==> src/rtl/fir_pkg.sv <==
// ----------------------------------------------------------------------------
// fir_pkg
//  Constants shared between the FIR filter and its output formatter, plus a
//  constant log2 helper usable where $clog2 is unavailable.
//  FIR_GAIN_SHIFT is derived from the filter's total coefficient gain
//  (taps x coefficient = 8 x 16 = 128 = 2^7).
// ----------------------------------------------------------------------------
package fir_pkg;

  localparam int FIR_IN_W      = 32;
  localparam int FIR_OUT_W     = 16;
  localparam int FIR_NTAPS     = 8;
  localparam int FIR_COEF_GAIN = 16;

  // Smallest r with 2^r >= value (value >= 1).
  function automatic int fir_clog2(input int value);
    int r;
    r = 0;
    for (int i = 0; i < 31; i++) begin
      if ((32'sd1 << i) < value) begin
        r = i + 1;
      end else begin
        r = r;
      end
    end
    return r;
  endfunction

  localparam int FIR_GAIN_SHIFT = fir_clog2(FIR_NTAPS * FIR_COEF_GAIN);

endpackage

==> src/rtl/sync_fifo_fwft.sv <==
// ----------------------------------------------------------------------------
// sync_fifo_fwft
//  Single-clock first-word-fall-through FIFO. The head word is visible on
//  RD_DATA whenever EMPTY=0. Pointers are one bit wider than the address so
//  that COUNT = wr - rd distinguishes full from empty.
//  Ports:
//   CLK, RST_N   clock, asynchronous active-low reset
//   PUSH/WR_DATA write request and data (ignored when full unless popping)
//   POP          read request (ignored when empty)
//   RD_DATA      head of FIFO
//   FULL, EMPTY  status
//   COUNT        occupancy 0..DEPTH
// ----------------------------------------------------------------------------
module sync_fifo_fwft
  import fir_pkg::*;
#(
  parameter int DEPTH = 4,
  parameter int WIDTH = 16
) (
  input  logic                        CLK,
  input  logic                        RST_N,
  input  logic                        PUSH,
  input  logic [WIDTH-1:0]            WR_DATA,
  input  logic                        POP,
  output logic [WIDTH-1:0]            RD_DATA,
  output logic                        FULL,
  output logic                        EMPTY,
  output logic [fir_clog2(DEPTH):0]   COUNT
);

  localparam int AW = fir_clog2(DEPTH);
  localparam logic [AW:0] DEPTH_C = DEPTH[AW:0];
  localparam logic [AW:0] ONE_C   = {{AW{1'b0}}, 1'b1};

  logic [WIDTH-1:0] mem_r [DEPTH];
  logic [AW:0]      wr_ptr_r;
  logic [AW:0]      rd_ptr_r;
  logic [AW:0]      count_s;
  logic             do_push_s;
  logic             do_pop_s;

  // Occupancy, status and qualified push/pop. A push at full is accepted
  // only when a pop frees the head slot on the same edge.
  always_comb begin
    count_s   = wr_ptr_r - rd_ptr_r;
    EMPTY     = (count_s == {(AW+1){1'b0}});
    FULL      = (count_s == DEPTH_C);
    do_pop_s  = POP & ~EMPTY;
    do_push_s = PUSH & (~FULL | do_pop_s);
    COUNT     = count_s;
    RD_DATA   = mem_r[rd_ptr_r[AW-1:0]];
  end

  // Pointer and storage update.
  always_ff @(posedge CLK or negedge RST_N) begin
    if (!RST_N) begin
      wr_ptr_r <= {(AW+1){1'b0}};
      rd_ptr_r <= {(AW+1){1'b0}};
      for (int i = 0; i < DEPTH; i++) begin
        mem_r[i] <= {WIDTH{1'b0}};
      end
    end else begin
      if (do_push_s) begin
        mem_r[wr_ptr_r[AW-1:0]] <= WR_DATA;
        wr_ptr_r                <= wr_ptr_r + ONE_C;
      end else begin
        wr_ptr_r <= wr_ptr_r;
      end
      if (do_pop_s) begin
        rd_ptr_r <= rd_ptr_r + ONE_C;
      end else begin
        rd_ptr_r <= rd_ptr_r;
      end
    end
  end

endmodule

==> src/rtl/fir_output_formatter.sv <==
// ----------------------------------------------------------------------------
// fir_output_formatter
//  Consumer end of the FIR output stream: removes the coefficient gain with an
//  arithmetic right shift (optionally rounding half-up), saturates to OUT_W,
//  buffers samples in a FWFT FIFO and presents them on a valid/ready stream.
//  Ports:
//   CLK, RST_N          clock, asynchronous active-low reset
//   IN_VALID, IN_DATA   accumulator word (never stalled)
//   OUT_READY           downstream accepts OUT_DATA
//   OUT_VALID, OUT_DATA head of FIFO (OUT_DATA=0 while empty)
//   COUNT               FIFO occupancy 0..DEPTH
//   CLEAR_FLAGS         synchronous clear of the sticky flags
//   SAT_FLAG            sticky: a sample was clipped
//   OVF_FLAG            sticky: a sample was dropped on a full FIFO
// ----------------------------------------------------------------------------
module fir_output_formatter
  import fir_pkg::*;
#(
  parameter int IN_W  = FIR_IN_W,
  parameter int OUT_W = FIR_OUT_W,
  parameter int SHIFT = FIR_GAIN_SHIFT,
  parameter int ROUND = 1,
  parameter int DEPTH = 4
) (
  input  logic                      CLK,
  input  logic                      RST_N,
  input  logic                      IN_VALID,
  input  logic [IN_W-1:0]           IN_DATA,
  input  logic                      OUT_READY,
  output logic                      OUT_VALID,
  output logic [OUT_W-1:0]          OUT_DATA,
  output logic [fir_clog2(DEPTH):0] COUNT,
  input  logic                      CLEAR_FLAGS,
  output logic                      SAT_FLAG,
  output logic                      OVF_FLAG
);

  // One extra bit of headroom so the rounding offset can never wrap.
  localparam logic signed [IN_W:0] ONE_C = {{IN_W{1'b0}}, 1'b1};
  localparam logic signed [IN_W:0] RND_C = (ROUND != 0) ? (ONE_C <<< (SHIFT - 1))
                                                        : {(IN_W+1){1'b0}};
  localparam logic signed [IN_W:0] MAX_C = {{(IN_W-OUT_W+2){1'b0}}, {(OUT_W-1){1'b1}}};
  localparam logic signed [IN_W:0] MIN_C = {{(IN_W-OUT_W+2){1'b1}}, {(OUT_W-1){1'b0}}};

  logic signed [IN_W:0]  ext_s;
  logic signed [IN_W:0]  t_s;
  logic signed [IN_W:0]  s_s;
  logic [OUT_W-1:0]      sample_s;
  logic                  sat_s;

  logic                  stage_valid_r;
  logic [OUT_W-1:0]      stage_data_r;
  logic                  sat_flag_r;
  logic                  ovf_flag_r;

  logic [OUT_W-1:0]      fifo_rd_s;
  logic                  fifo_full_s;
  logic                  fifo_empty_s;
  logic                  pop_s;
  logic                  ovf_evt_s;

  // Gain removal, rounding and clipping of the incoming accumulator word.
  always_comb begin
    ext_s = {IN_DATA[IN_W-1], IN_DATA};
    t_s   = ext_s + RND_C;
    s_s   = t_s >>> SHIFT;
    if (s_s > MAX_C) begin
      sample_s = MAX_C[OUT_W-1:0];
      sat_s    = 1'b1;
    end else if (s_s < MIN_C) begin
      sample_s = MIN_C[OUT_W-1:0];
      sat_s    = 1'b1;
    end else begin
      sample_s = s_s[OUT_W-1:0];
      sat_s    = 1'b0;
    end
  end

  // Stage register between the scaler and the FIFO write port.
  always_ff @(posedge CLK or negedge RST_N) begin
    if (!RST_N) begin
      stage_valid_r <= 1'b0;
      stage_data_r  <= {OUT_W{1'b0}};
    end else begin
      stage_valid_r <= IN_VALID;
      if (IN_VALID) begin
        stage_data_r <= sample_s;
      end else begin
        stage_data_r <= stage_data_r;
      end
    end
  end

  // A pop only happens while data is present; a staged word is dropped when
  // the FIFO is full and nothing leaves on the same edge.
  assign pop_s     = OUT_READY & ~fifo_empty_s;
  assign ovf_evt_s = stage_valid_r & fifo_full_s & ~pop_s;

  sync_fifo_fwft #(
    .DEPTH (DEPTH),
    .WIDTH (OUT_W)
  ) u_fifo (
    .CLK     (CLK),
    .RST_N   (RST_N),
    .PUSH    (stage_valid_r),
    .WR_DATA (stage_data_r),
    .POP     (pop_s),
    .RD_DATA (fifo_rd_s),
    .FULL    (fifo_full_s),
    .EMPTY   (fifo_empty_s),
    .COUNT   (COUNT)
  );

  // Sticky flags; a new event takes priority over a clear on the same edge.
  always_ff @(posedge CLK or negedge RST_N) begin
    if (!RST_N) begin
      sat_flag_r <= 1'b0;
      ovf_flag_r <= 1'b0;
    end else begin
      if (IN_VALID & sat_s) begin
        sat_flag_r <= 1'b1;
      end else if (CLEAR_FLAGS) begin
        sat_flag_r <= 1'b0;
      end else begin
        sat_flag_r <= sat_flag_r;
      end
      if (ovf_evt_s) begin
        ovf_flag_r <= 1'b1;
      end else if (CLEAR_FLAGS) begin
        ovf_flag_r <= 1'b0;
      end else begin
        ovf_flag_r <= ovf_flag_r;
      end
    end
  end

  assign OUT_VALID = ~fifo_empty_s;
  assign OUT_DATA  = fifo_empty_s ? {OUT_W{1'b0}} : fifo_rd_s;
  assign SAT_FLAG  = sat_flag_r;
  assign OVF_FLAG  = ovf_flag_r;

endmodule
==> config.mk <==
export PLATFORM = sky130hd
export DESIGN_NAME = fir_output_formatter
export DESIGN_NICKNAME = d
export VERILOG_FILES = /design/src/rtl/fir_pkg.sv /design/src/rtl/sync_fifo_fwft.sv /design/src/rtl/fir_output_formatter.sv
export SDC_FILE = /design/constraint.sdc
export NUM_CORES = 1
export LEC_CHECK = 0
export CORE_MARGIN = 4
export CORE_UTILIZATION = 55
export DETAILED_ROUTE_END_ITERATION = 12
export GPL_TIMING_DRIVEN = 0
export HOLD_SLACK_MARGIN = 0.08
export PLACE_DENSITY = 0.89
export SYNTH_ARGS = -nofsm -noshare
export SYNTH_HDL_FRONTEND = slang
export SYNTH_SLANG_ARGS = --single-unit
==> constraint.sdc <==
create_clock -name CLK -period 3.7 [get_ports CLK]
set_input_delay 0.925 -clock CLK [delete_from_list [all_inputs] [get_ports CLK]]
set_output_delay 0.925 -clock CLK [all_outputs]
set_load 0.01 [all_outputs]
-- Word level (Yosys, flattened, before mapping)
Index checks and enable logic that the tools add are counted.
- register bits: 89
- bits in latches: 0
- RAM bits: 0
- ROM bits: 0
- bits of input ports: 37
- memories kept: 0
- add/subtract/negate cells: 4
- multiply operators: 0
- div/mod/pow operators: 0
- magnitude comparators: 5
- equality and inequality tests: 1
- shift-type cells: 0
- mux-type cells: 14
- bitwise operators: 12
- reduce and logical (&&, ||, !) cells: 4
- operators by type and width (cell ; number):
    $mux 16 ; 6
    $bwmux 64 ; 1
    $add 32x8->33 const B ; 1
    $bmux 16 s2 ; 1
    $demux 16 s2 ; 1
    $gt 26x16->1 const B ; 1
    $lt 26x16->1 const B ; 1
    $add 3x1->3 const B ; 2
    $and 1x1->1 ; 6
    $ge 3x3->1 const B ; 2
    $not 2->3 ; 2
    $mux 1 ; 5
    $reduce_bool 2->1 ; 2
    $eq 3x3->1 const B ; 1
    $logic_not 3->1 ; 1
    $lt 3x1->1 const B ; 1
    $not 1->1 ; 3
    $sub 3x3->3 ; 1
    $logic_and 1x1->1 ; 1
    $or 1x1->1 ; 1

-- Longest topological paths before layout
Gate-level depths: netlist of run 1.
- depth in word-level cells: 7
- mapped depth: 12

-- Cells and area by module
From an unflattened synthesis of run 1, not the netlist that was laid out.
- cells, all modules: 360
- area, all modules: 4749.6 um2
- modules (own cells, without submodules) (module ; instances ; cells an instance ; area an instance (um2)):
    sync_fifo_fwft ; 1 ; 196 ; 3286.9
    fir_output_formatter ; 1 ; 164 ; 1462.7

-- Least setup slack after synthesis of run 1
Ideal clock, no wire load.
- path kind: input port to flip-flop
- start point: input IN_DATA[6]
- end point: register stage_data_r[10]
- data arrival time: 2919 ps
- path slack: 648 ps
- cell stages on the path: 9
- cells stage by stage: ha_1 > nand3_1 > or3_4 > or4_4 > a21oi_2 > nand3_2 > o311ai_4 > buf_6 > o21ai_1
- word-level cells in the longest chain between the ends: 4
- ends and longest elaborated chain (item ; line ; source):
    start, declared ; fir_output_formatter.sv:28 ; input logic [IN_W-1:0] IN_DATA,
    $add 32x8->33 * ; fir_output_formatter.sv:65 ; t_s = ext_s + RND_C;
    $lt 26x16->1 ; fir_output_formatter.sv:70 ; end else if (s_s < MIN_C) begin
    $mux 16 ; fir_output_formatter.sv:70 ;
    $mux 16 * ; fir_output_formatter.sv:67 ; if (s_s > MAX_C) begin
    end signal, assigned ; fir_output_formatter.sv:83 ; stage_data_r <= {OUT_W{1'b0}};
    end signal, assigned ; fir_output_formatter.sv:87 ; stage_data_r <= sample_s;
    end signal, assigned ; fir_output_formatter.sv:89 ; stage_data_r <= stage_data_r;
    end, declared ; fir_output_formatter.sv:52 ; logic [OUT_W-1:0] stage_data_r;
Mark *: on every way between the ends. The rest lies on a longest branch, timed or not.
A chain may end at the register's enable or synchronous reset.

-- Final worst setup path of run 1
- start point: register u_fifo.wr_ptr_r[0]
- end point: output OUT_VALID
- word-level cells in the longest chain between the ends: 3
- ends and longest elaborated chain (item ; line ; source):
    start, declared ; sync_fifo_fwft.sv:36 ; logic [AW:0] wr_ptr_r;
    start signal, assigned ; sync_fifo_fwft.sv:57 ; wr_ptr_r <= {(AW+1){1'b0}};
    start signal, assigned ; sync_fifo_fwft.sv:65 ; wr_ptr_r <= wr_ptr_r + ONE_C;
    start signal, assigned ; sync_fifo_fwft.sv:67 ; wr_ptr_r <= wr_ptr_r;
    $sub 3x3->3 ; sync_fifo_fwft.sv:45 ; count_s = wr_ptr_r - rd_ptr_r;
    $logic_not 3->1 ; sync_fifo_fwft.sv:46 ; EMPTY = (count_s == {(AW+1){1'b0}});
    $not 1->1 ; fir_output_formatter.sv:137 ; assign OUT_VALID = ~fifo_empty_s;
    end, declared ; fir_output_formatter.sv:30 ; output logic OUT_VALID,
Every way passes these cells.

==> run metrics, run 1 <==
outcome completed; final hold slack 483.1 ps; CTS tree done; final wirelength between 9000 and 10000 um; final cell count without fillers 550; Pint 3.012 mW; Main synth FF type dfrtp_1; Antenna Violating Nets Remaining 0; initial core utilization 0.5605; # setup viols final 0; initial antenna violation count 0; Final period util 0.9486; DRC 0; Seq/Total Area, Yosys 0.4861; met3 Track Usage GR 0.03086; first-pass GRT wire length ~16000 um; vias after detailed routing 3211; Comb power frac 0.514; Mapped Cells ~380; Die Height 99.27 um; met2 global-route usage 0.3430; synth cell count leaders 89 x dfrtp_1, 63 x mux2_2, 32 x nand2_1; DR vias/cell 5.838; Setup crit end kind primary output; # rows 33; Clock power frac 0.130; number of port buffers 50; setup TNS 0 ps; drt wl/cell 17.33 um; Slew Limit Fails 0; crit path DAT 2580 ps; clk slew on worst S/H paths roughly 90 ps; routability cong. 0.8597; fraction of registers with async set/reset 1.000; placed cell count 531; switching power 1.611 mW; final hold viol count 0; grt ovf 0; EDFF count, synth 0; critical path peak fanout 10; Area contributors post-synth dfrtp_1 49%, mux2_2 15%, mux4_2 7.9%; Tot GR Track Use 0.2007; Pleak between 2 and 2.5 nW; Die X 99.27 um; Flop pwr share 0.356; Area Overhead vs Synth 19.39%; Yosys reg bits 89; die area 9855 um2; clk_skew 13.04 ps; worst vdd ir between 0.3 and 0.4 mV; worst-skew pair later-pin latency around 360 ps; Netlist cell types 45; GR peak layer met2; maximum clock path buffer count 2; # diodes 0; PD cells approximately 850 nW/um2; maximum clock frequency 0.2849 GHz; most frequent cell after synthesis dfrtp_1; fin crit period ~3500 ps; fillcell total 564; Core Box Area 8175 um2; min-delay worst type reg -> reg; Yosys top cell by area dfrtp_1; 1st-pass router iterations 4; vias in the first global route 3276; largest net degree at the start of global routing 58; Pwr Total 4.623 mW; Cell Area, Synth 4582 um2; final worst slack 190.2 ps; Clock Sinks 89; htree depth 3; RSZ-0062 raised after global routing no; CTS Buf Count 9; Mean Syn Cell Area 12.22 um2; Startpoint Class flip-flop; dpl ws -183.3 ps; Max-slew headroom 0.6143; # Max-Cap Violations 0; share of layout cells above drive strength 1 0.2787; syn_nets 420; Synth top area share 0.4861; Setup CP Type reg -> out; GR Util met1 0.2556; io pins 59; DP Wirelength 7028 um; root buf cell clkbuf_8; Syn. warnings 0; worst-margin pin slew 573.2 ps; nets@finish 485; sw frac 0.3485; 1st-iter DRT viols 194; Crit path required time approximately 2800 ps
[placed cells by master (no fill, tap or decap), types with 4 or more instances in the layout]
cell type / count
ha_1: 7
dfrtp_1: 89
dlygate4sd2_1: 12
nor2_1: 5
buf_4: 4
clkbuf_2: 7
o21ai_1: 8
mux4_2: 16
clkbuf_8: 9
clkbuf_1: 7
and3_1: 4
nand2_1: 32
xor2_1: 8
mux2_2: 63
nand3_1: 18
nand4_1: 4
xnor2_1: 10
clkdlybuf4s50_1: 33
inv_1: 9
dlymetal6s2s_1: 4
o21ai_0: 31
clkinvlp_4: 4
and2_1: 16
[state kept, by name, summed over array words and instances, names as in the netlist]
| signal | count |
|---|---|
| OVF_FLAG | 1 |
| SAT_FLAG | 1 |
| stage_data_r | 16 |
| stage_valid_r | 1 |
| u_fifo.mem_r | 64 |
| u_fifo.rd_ptr_r | 3 |
| u_fifo.wr_ptr_r | 3 |
[path summary, 6_finish.rpt]
| path | from | endpoint | slack (ps) | cells past startpoint |
|---|---|---|---|---|
| max | u_fifo.wr_ptr_r[0]$_DFFE_PN0P_ | OUT_VALID | 190 | 8 |
| min | stage_valid_r$_DFF_PN0_ | OVF_FLAG$_DFFE_PN0P_ | 480 | 2 |
| max reg2reg | u_fifo.wr_ptr_r[0]$_DFFE_PN0P_ | u_fifo.mem_r[8]$_DFFE_PN0P_ | 240 | 11 |
| min reg2reg | stage_valid_r$_DFF_PN0_ | OVF_FLAG$_DFFE_PN0P_ | 480 | 2 |
| max in group asynchronous | RST_N | u_fifo.mem_r[37]$_DFFE_PN0P_ | 2580 | 2 |
| min in group asynchronous | RST_N | u_fifo.mem_r[28]$_DFFE_PN0P_ | 500 | 1 |
[through the flow]
stage	util	cell area (um2)
after floorplan	-	4582
after global placement	0.6377	5214
after detailed placement	0.6408	5239
after CTS	0.6650	5436
after global routing	0.6691	5470
final	0.6691	5470
[metal layers]
layer  vias to the layer above  part of all wire
met5                         -                 0
met4                         0             0.019
met3                        13             0.042
met2                        94              0.50
met1                      1609              0.43
li1                       1495                 -
[worst max-delay path, cell delays in order, from the launching register on]
cell and delay, ps:
dfrtp_1 380, inv_1 110, ha_1 210, fa_2 360, xnor2_2 190, xor2_2 210, nand3_2 100, clkbuf_4 190
clkdlybuf4s50_1 480
[cell families (layout without fill, tap and decap cells)]
family | Yosys count | in the layout | share of synthesized area
fa+ha+maj | 8 | 8 | 0.02348
compound gates | 49 | 49 | 0.06472
xor+xnor | 20 | 20 | 0.03823
flops | 89 | 89 | 0.4861
buf+inv | 26 | 96 | 0.02294
mux | 81 | 81 | 0.2378
simple gates | 102 | 102 | 0.1267
[power groups by stage]
stage                     clock (mW)  combinational, mW  sequential, mW
after floorplan                    0               1.49            1.56
after global placement             0               2.35            1.60
after detailed placement           0               2.45            1.65
after CTS                      0.609               2.38            1.63
after global routing           0.656               2.57            1.69
final                          0.603               2.37            1.65
[cell type report]
| type | count | area, um2 | area share |
|---|---|---|---|
| multi-input cells | 260 | 2272 | 0.4154 |
| flip-flops and latches | 89 | 2227 | 0.4071 |
| repair buffers | 54 | 543.0 | 0.09927 |
| well taps | 105 | 131.4 | 0.02402 |
| clock buffers | 10 | 127.6 | 0.02333 |
| plain buffers | 17 | 85.08 | 0.01555 |
| clock inverters | 6 | 50.05 | 0.009149 |
| inverters | 9 | 33.78 | 0.006176 |
[what timing repair did]
item,4_1_cts,5_1_grt
setup buffers,3,0
setup endpoints to repair,17,42
cloned,0,0
resized for setup,21,17
pin swaps,2,1
hold buffers,0,0
Power figures use the tool's default switching activity.
==> run 2, diff against run 1 <==
Settings changed: REMOVE_ABC_BUFFERS set to 1.
==> run 2 against run 1 <==
  * First-iteration DRC count fell by 5.7%
  * Largest power group unchanged
  * Die area did not move
  * Critical endpoint unchanged
  * Via count fell by 2.4%
  * Largest cell class unchanged
  * Register-to-register slack improved by 140 ps
  * Maximum frequency fell by 2.5%
  * Wire length rose by 3.4%
  * Global-route usage rose by 1.0 points
  * Final area rose by 1.9%
==> run metrics, run 2 (synthesized netlist as in run 1, its figures left out) <==
outcome completed; Die Height 99.27 um; number of port buffers 52; Die X 99.27 um; root buf cell clkbuf_8; drt wl/cell 18.18 um; Setup crit end kind primary output; Pwr Total 4.931 mW; Area Overhead vs Synth 21.60%; Clock power frac 0.147; share of layout cells above drive strength 1 0.2929; Max-slew headroom 0.2508; DR vias/cell ~5.8; sw frac 0.3327; # rows 33; setup TNS 0 ps; DRC 0; Comb power frac 0.521; crit path DAT 2670 ps; CTS Buf Count 9; maximum clock path buffer count 2; Tot GR Track Use 0.2110; Flop pwr share 0.331; # Max-Cap Violations 0; most common cell after layout, fill and taps aside dfrtp_1; Pint 3.290 mW; worst vdd ir ~0.4 mV; htree depth 3; clk slew on worst S/H paths 90 ps; final hold slack 471.1 ps; maximum clock frequency roughly 0.28 GHz; vias in the first global route 3286; worst-skew pair later-pin latency 360 ps; max FFs per register 64; Core Box Area 8175 um2; # setup viols final 0; Clock Sinks 89; PD cells 885.1 nW/um2; fillcell total around 570; nets@finish 477; DP Wirelength roughly 6300 um; Startpoint Class flip-flop; commonest non-fill, non-tap cells in the layout 87 x dfrtp_1, 63 x mux2_2, 35 x clkdlybuf4s50_1; Crit path required time between 2000 and 3000 ps; 1st-pass router iterations 5; Slew Limit Fails 0; # diodes 0; fin crit period 3599 ps; Reg2Reg Depth 10; vias after detailed routing 3135; worst-margin pin slew 1120 ps; switching power 1.641 mW; final wirelength 9855 um; Setup CP Type reg -> out; Largest regs u_fifo.mem_r (64), stage_data_r (16); Most flops, register u_fifo.mem_r; io pins 59; initial antenna violation count 0; die area between 9000 and 10000 um2; initial core utilization 0.5605; first-pass GRT wire length 16390 um; grt ovf 0; Pleak 2.375 nW; CTS tree done; clk_skew 6.677 ps; largest net degree at the start of global routing 65; final hold viol count 0; Final period util 0.9728; 1st-iter DRT viols 183; critical path peak fanout 8; min-delay worst type in -> async; Antenna Violating Nets Remaining 0; routability cong. 0.8507
run 2: routing by layer:
| layer | wire length, um | track usage |
|---|---|---|
| met5 | 0 | 0 |
| met2 | 5167 | 0.3559 |
| met3 | 548 | 0.03086 |
| met1 | 4020 | 0.2680 |
| met4 | 119 | 0.1019 |
run 2: layout make-up:
| cell class | instances | area (um2) | share of cell area |
|---|---|---|---|
| Clock inverter | 7 | 92.59 | 0.01662 |
| Sequential cell | 89 | 2235 | 0.4011 |
| Multi-Input combinational cell | 260 | 2290 | 0.4110 |
| Timing Repair Buffer | 63 | 665.6 | 0.1195 |
| Inverter | 9 | 33.78 | 0.006063 |
| Clock buffer | 9 | 123.9 | 0.02223 |
| Tap cell | 105 | 131.4 | 0.02358 |
run 2: final timing paths:
check,end,startpoint,slack [ps]
hold / removal,u_fifo.mem_r[32]$_DFFE_PN0P_,RST_N,470
max in group asynchronous,u_fifo.rd_ptr_r[0]$_DFFE_PN0P_,RST_N,2590
setup reg to reg,u_fifo.mem_r[7]$_DFFE_PN0P_,u_fifo.rd_ptr_r[0]$_DFFE_PN0P_,380
setup / recovery,OUT_VALID,u_fifo.rd_ptr_r[0]$_DFFE_PN0P_,100
hold reg to reg,u_fifo.mem_r[47]$_DFFE_PN0P_,u_fifo.mem_r[47]$_DFFE_PN0P_,490
min in group CLK,u_fifo.mem_r[47]$_DFFE_PN0P_,u_fifo.mem_r[47]$_DFFE_PN0P_,490
run 2: per-stage QoR:
stage	instance area, um2	util	std cells	worst slack, ps
after global placement	5162	0.6315	515	-1222
after detailed placement	5187	0.6345	516	-802.5
after global routing	5572	0.6815	542	-10.48
after CTS	5522	0.6754	541	15.29
final	5572	0.6815	542	100.8
after floorplan	4511	-	358	321.0
run 2: worst max-delay path: stages (launching register included):
cell	delay (ps)
dfrtp_4	480
ha_1	210
fa_2	360
xnor2_2	160
xor2_1	210
buf_4	170
nand3_4	80
buf_12	150
clkdlybuf4s50_1	480
run 2: repair_timing:
item | in CTS | in global routing
buffers inserted | 9 | 1
pin swaps | 3 | 1
gates resized for setup | 13 | 17
endpoints found under the setup margin | 99 | 73
hold buffers | 0 | 0
run 2: power by group through the flow:
| stage | Sequential, mW | Combinational (mW) | Clock, mW |
|---|---|---|---|
| 2_1_floorplan | 1.62 | 1.39 | 0 |
| 6_report | 1.63 | 2.57 | 0.726 |
| 3_5_place_dp | 1.74 | 2.31 | 0 |
| 3_3_place_gp | 1.69 | 2.25 | 0 |
| 5_1_grt | 1.67 | 2.78 | 0.774 |
| 4_1_cts | 1.62 | 2.62 | 0.736 |
==> patch 1 (settings of run 2) <==
Make the reset (`RST_N`) synchronous in 3 clocked blocks. Comments in the files are not updated.
--- a/src/rtl/sync_fifo_fwft.sv
+++ b/src/rtl/sync_fifo_fwft.sv
@@ -52,7 +52,7 @@
   end
 
   // Pointer and storage update.
-  always_ff @(posedge CLK or negedge RST_N) begin
+  always_ff @(posedge CLK) begin
     if (!RST_N) begin
       wr_ptr_r <= {(AW+1){1'b0}};
       rd_ptr_r <= {(AW+1){1'b0}};
--- a/src/rtl/fir_output_formatter.sv
+++ b/src/rtl/fir_output_formatter.sv
@@ -77,7 +77,7 @@
   end
 
   // Stage register between the scaler and the FIFO write port.
-  always_ff @(posedge CLK or negedge RST_N) begin
+  always_ff @(posedge CLK) begin
     if (!RST_N) begin
       stage_valid_r <= 1'b0;
       stage_data_r  <= {OUT_W{1'b0}};
@@ -112,7 +112,7 @@
   );
 
   // Sticky flags; a new event takes priority over a clear on the same edge.
-  always_ff @(posedge CLK or negedge RST_N) begin
+  always_ff @(posedge CLK) begin
     if (!RST_N) begin
       sat_flag_r <= 1'b0;
       ovf_flag_r <= 1'b0;
Formal check against the unedited RTL: differs if RST_N is asserted again (counterexample within 4 cycles, from zero or initial values and one cycle with RST_N low); with RST_N held inactive, the same outputs for 4 cycles.
==> patch 1 against run 2 <==
Non-clock buffer count fell by 4; wire length is 5.6% lower; global-route usage decreased by 1.7 points; critical path depth is the same; setup slack improved by 0.057 ns; clock skew grew 0.0045 ns; register-to-register slack got worse by 0.09 ns; area after synthesis shrank 1.7%; final area decreased by 0.22%; sequential cell count is 2 higher.
Power is not compared: it rests on default switching activity, and its combinational part moved more than twofold at a synthesized area within 25%.
==> patch 1: results <==
set metrics [dict create \
    outcome "complete, no violations" \
    arrival_ns 2.62 \
    root_buffer "clkbuf_8" \
    maxSlewHeadroom 0.219 \
    rrSetupSlack_ns 0.29 \
    finish.net_count 472 \
    drive_above_1_share 0.143 \
    path_max_fanout 4 \
    clock_cell_area_share 0.0457 \
    cp-startpoint "u_fifo.wr_ptr_r[0]" \
    synthAdderAreaFrac 0.0156 \
    synth_seq_cells 91 \
    multiInputGateArea_sq_mm 0.00205 \
    clock-skew-final_ns 0.0112 \
    synth.top_cells.by_count "66 x and2_1, 64 x edfxtp_1, 30 x nand2_1, 27 x dfxtp_1" \
    synth_xor_area_frac 0.0428 \
    holdPathEnd "stage_data_r[5]" \
    drt_iter0_drc 163 \
    vias 3080 \
    cp_slowest_cell "clkdlybuf4s50_1" \
    n_fill_cell 515 \
    n_multi_input_combinational_cell 259 \
    inv_count 10 \
    grt_pass1_wl_mm 14.8 \
    grt_pass1_vias 3070 \
    wirelength_mm 9.30 \
    gp_congestion 0.875 \
    synthMuxAreaShare 0.0892 \
    hp-class "reg -> reg" \
    dpl_cell_area_sq_mm 0.00508 \
    syn_to_final_growth_pct 23.5 \
    cts_resized 18 \
    max-clock-path-buffers 2 \
    seqCellArea_sq_mm 0.00247 \
    async_flop_share 0 \
    ys_seq_area_frac 0.547 \
    seqAreaFraction 0.445 \
    buf_share 0.112 \
    crit_end "OUT_DATA[15]" \
    postCtsSetupBuffers 7 \
    r2r_cells 12 \
    nonClockBufferCount 59 \
    synth_edf_count 64 \
    ys.flop_type "edfxtp_1" \
    track_usage 0.194 \
    synth_cell_types 44 \
    rr_endpoint "u_fifo.mem_r[0][12]" \
]
-- patch 1: routing by layer --
layer | routed length (um) | track usage | part of all wire
met1 | 3580 | 0.225 | 0.38
met2 | 4990 | 0.360 | 0.54
met3 | 509 | 0.0318 | 0.055
met4 | 227 | 0.0725 | 0.024
met5 | 0 | 0 | 0
-- patch 1: through the flow --
step	cells	hold slack [ns]	utilization	total power, mW	setup WS (ns)
after CTS	536	0.524	0.696	2.99	0.0176
after floorplan	359	0.469	-	1.68	-0.228
final	537	0.519	0.708	3.01	0.158
after global placement	513	0.493	0.647	2.06	-1.59
after detailed placement	513	0.510	0.647	2.09	-1.80
after global routing	537	0.567	0.708	3.14	0.0262
-- patch 1: worst max-delay path, delay by kind of cell, from the launching register on --
kind          cells  cell delay [ns]
fa+ha+maj         2             0.55
buf+inv           2             0.55
flops             1             0.36
xor+xnor          2             0.48
simple gates      2             0.31
==> patch 2 (flow settings as in run 2) <==
Without the edit above. Change the parameter `ROUND` from 1 to 0.
--- a/src/rtl/fir_output_formatter.sv
+++ b/src/rtl/fir_output_formatter.sv
@@ -19,7 +19,7 @@
   parameter int IN_W  = FIR_IN_W,
   parameter int OUT_W = FIR_OUT_W,
   parameter int SHIFT = FIR_GAIN_SHIFT,
-  parameter int ROUND = 1,
+  parameter int ROUND = 0,
   parameter int DEPTH = 4
 ) (
   input  logic                      CLK,
Behaviour: not the same (a bounded check fails within 4 cycles, from zero or initial values and one cycle with RST_N low).
==> patch 2 against run 2 <==
Final area decreased by 5.0%; area after synthesis fell by 4.0%; setup slack gained 0.030 ns; largest power group unchanged; via count decreased by 9.5%; total power grew 1.9%; wire length up 1.4%; sequential cell count stayed put; non-clock buffer count decreased by 4; clock skew increased by 0.0027 ns; synthesized cell count shrank 14%; die area is 3.6% lower.
==> patch 2: results <==
set metrics [dict create \
    hp-class "reg -> reg" \
    numCtsBuffers 9 \
    root_buffer "clkbuf_8" \
    fmax_mhz 280 \
    ys.flop_type "dfrtp_1" \
    place_hpwl_mm 5.96 \
    placed_cells 456 \
    gp_congestion 0.753 \
    clk_pin_slew_ns 0.09 \
    vias 2837 \
    h-tree-depth 3 \
    rrSetupSlack_ns 0.82 \
    min_from "u_fifo.mem_r[63]" \
    r2r_cells 6 \
    dr.pass1.iters 4 \
    outcome "complete, no violations" \
    synth.top_cells.by_count "89 x dfrtp_1, 57 x mux2_2, 30 x nor2b_1, 16 x mux4_2, 16 x nor2_1" \
    n_fill_cell 565 \
    power.leakage_nw 2.35 \
    arrival_ns 2.64 \
    drt_iter0_drc 142 \
    wire_per_inst_um 20.9 \
    track_usage 0.219 \
    holdPathEnd "u_fifo.mem_r[63]" \
    drive_above_1_share 0.311 \
    syn_inst 322 \
    async_flop_share 1.00 \
    final.setup.tns_ns 0 \
    holdPathStages 1 \
    clock-skew-final_ns 0.00940 \
    finish.net_count 417 \
    antenna_found_initial 0 \
    grt_max_degree 59 \
    path_max_fanout 5 \
    synth_cell_types 35 \
    ys_seq_area_frac 0.506 \
    port_buffers 51 \
    maxSlewHeadroom 0.251 \
    ir_worst_vdd_mv 0.421 \
    max-clock-path-buffers 2 \
    grt_pass1_wl_mm 16.1 \
    clkLatencyLatePin_ns 0.36 \
    grt_pass1_vias 3130 \
    synthTopCellsByArea "dfrtp_1 51%, mux2_2 15%, mux4_2 8.2%, nor2b_1 4.3%, mux2_4 3.1%" \
    reg_top3 "u_fifo.mem_r: 64 flops, stage_data_r: 16 flops" \
    stdcell_count 478 \
    crit-reg2reg-launch "u_fifo.rd_ptr_r[0]" \
    pre_cts_ws_ns -0.715 \
    rr_endpoint "u_fifo.mem_r[2]" \
    ys_warn_count 0 \
    diodes 0 \
]
patch 2: changes by cell type in the layout (fill, tap and decap cells not counted), sizes merged, moves of 9 or more:
cell / run 2 / this run
a21oi: 1 / 19
a311oi: 0 / 15
and2: 16 / 1
clkdlybuf4s50: 35 / 46
dlymetal6s2s: 13 / 4
nand2: 32 / 8
nand3: 21 / 1
nor2: 5 / 17
nor2b: 1 / 30
o21ai: 40 / 4
patch 2: worst max path at each step:
| stage | end | start | cells past startpoint |
|---|---|---|---|
| 2_1_floorplan | OUT_DATA[11] | u_fifo.rd_ptr_r[0] | 5 |
| 3_3_place_gp | u_fifo.mem_r[9] | RST_N | 1 |
| 3_5_place_dp | OUT_DATA[6] | u_fifo.rd_ptr_r[0] | 6 |
| 4_1_cts | OUT_DATA[6] | u_fifo.rd_ptr_r[1] | 5 |
| 5_1_grt | OUT_DATA[6] | u_fifo.rd_ptr_r[0] | 6 |
| 6_report | OUT_DATA[6] | u_fifo.rd_ptr_r[0] | 6 |
patch 2: repair_timing:
item	4_1_cts	5_1_grt
setup endpoints to repair	25	15
setup buffers	4	3
gates resized for setup	4	5
pin swaps	2	0
patch 2: routing by layer:
layer / global-route usage / routed length, um / up-vias
li1: - / - / 1267
met1: 0.267 / 4130 / 1476
met2: 0.370 / 5290 / 77
met3: 0.0560 / 412 / 17
met4: 0.0927 / 153 / 0
met5: 0 / 0 / -
patch 2: power breakdown:
part	switching (mW)	leakage, nW	total [mW]	internal, mW
registers	0.273	1.12	1.66	1.39
logic	1.03	1.10	2.49	1.46
clock network	0.340	0.129	0.872	0.532
patch 2: layout make-up:
| cell class | instances | area share |
|---|---|---|
| flip-flops and latches | 89 | 0.422 |
| multi-input cells | 203 | 0.381 |
| repair buffers | 59 | 0.116 |
| clock buffers | 10 | 0.0260 |
| clock inverters | 5 | 0.0241 |
| well taps | 102 | 0.0241 |
| inverters | 10 | 0.00709 |
patch 2: through the flow:
stage          hold slack [ns]   util  cell area (sq um)  power [mW]
3_3_place_gp             0.468  0.633               4910        3.91
6_report                 0.500  0.682               5290        5.03
3_5_place_dp             0.481  0.636               4940        4.03
2_1_floorplan            0.453      -               4280        3.13
5_1_grt                  0.515  0.682               5290        5.30
4_1_cts                  0.499  0.677               5260        5.02
patch 2: logic make-up after synthesis:
logic type / Yosys count / synth area share
compound gates: 42 / 0.0739
xor+xnor: 5 / 0.0142
fa+ha+maj: 8 / 0.0245
simple gates: 65 / 0.0836
buf+inv: 30 / 0.0367
flops: 89 / 0.506
mux: 83 / 0.261
patch 2: worst max-delay path, stage by stage (launching register included):
cell	delay (ns)
dfrtp_4	0.49
ha_1	0.21
fa_2	0.37
xor3_4	0.37
nor2_8	0.15
and2b_1	0.21
clkdlybuf4s50_1	0.48
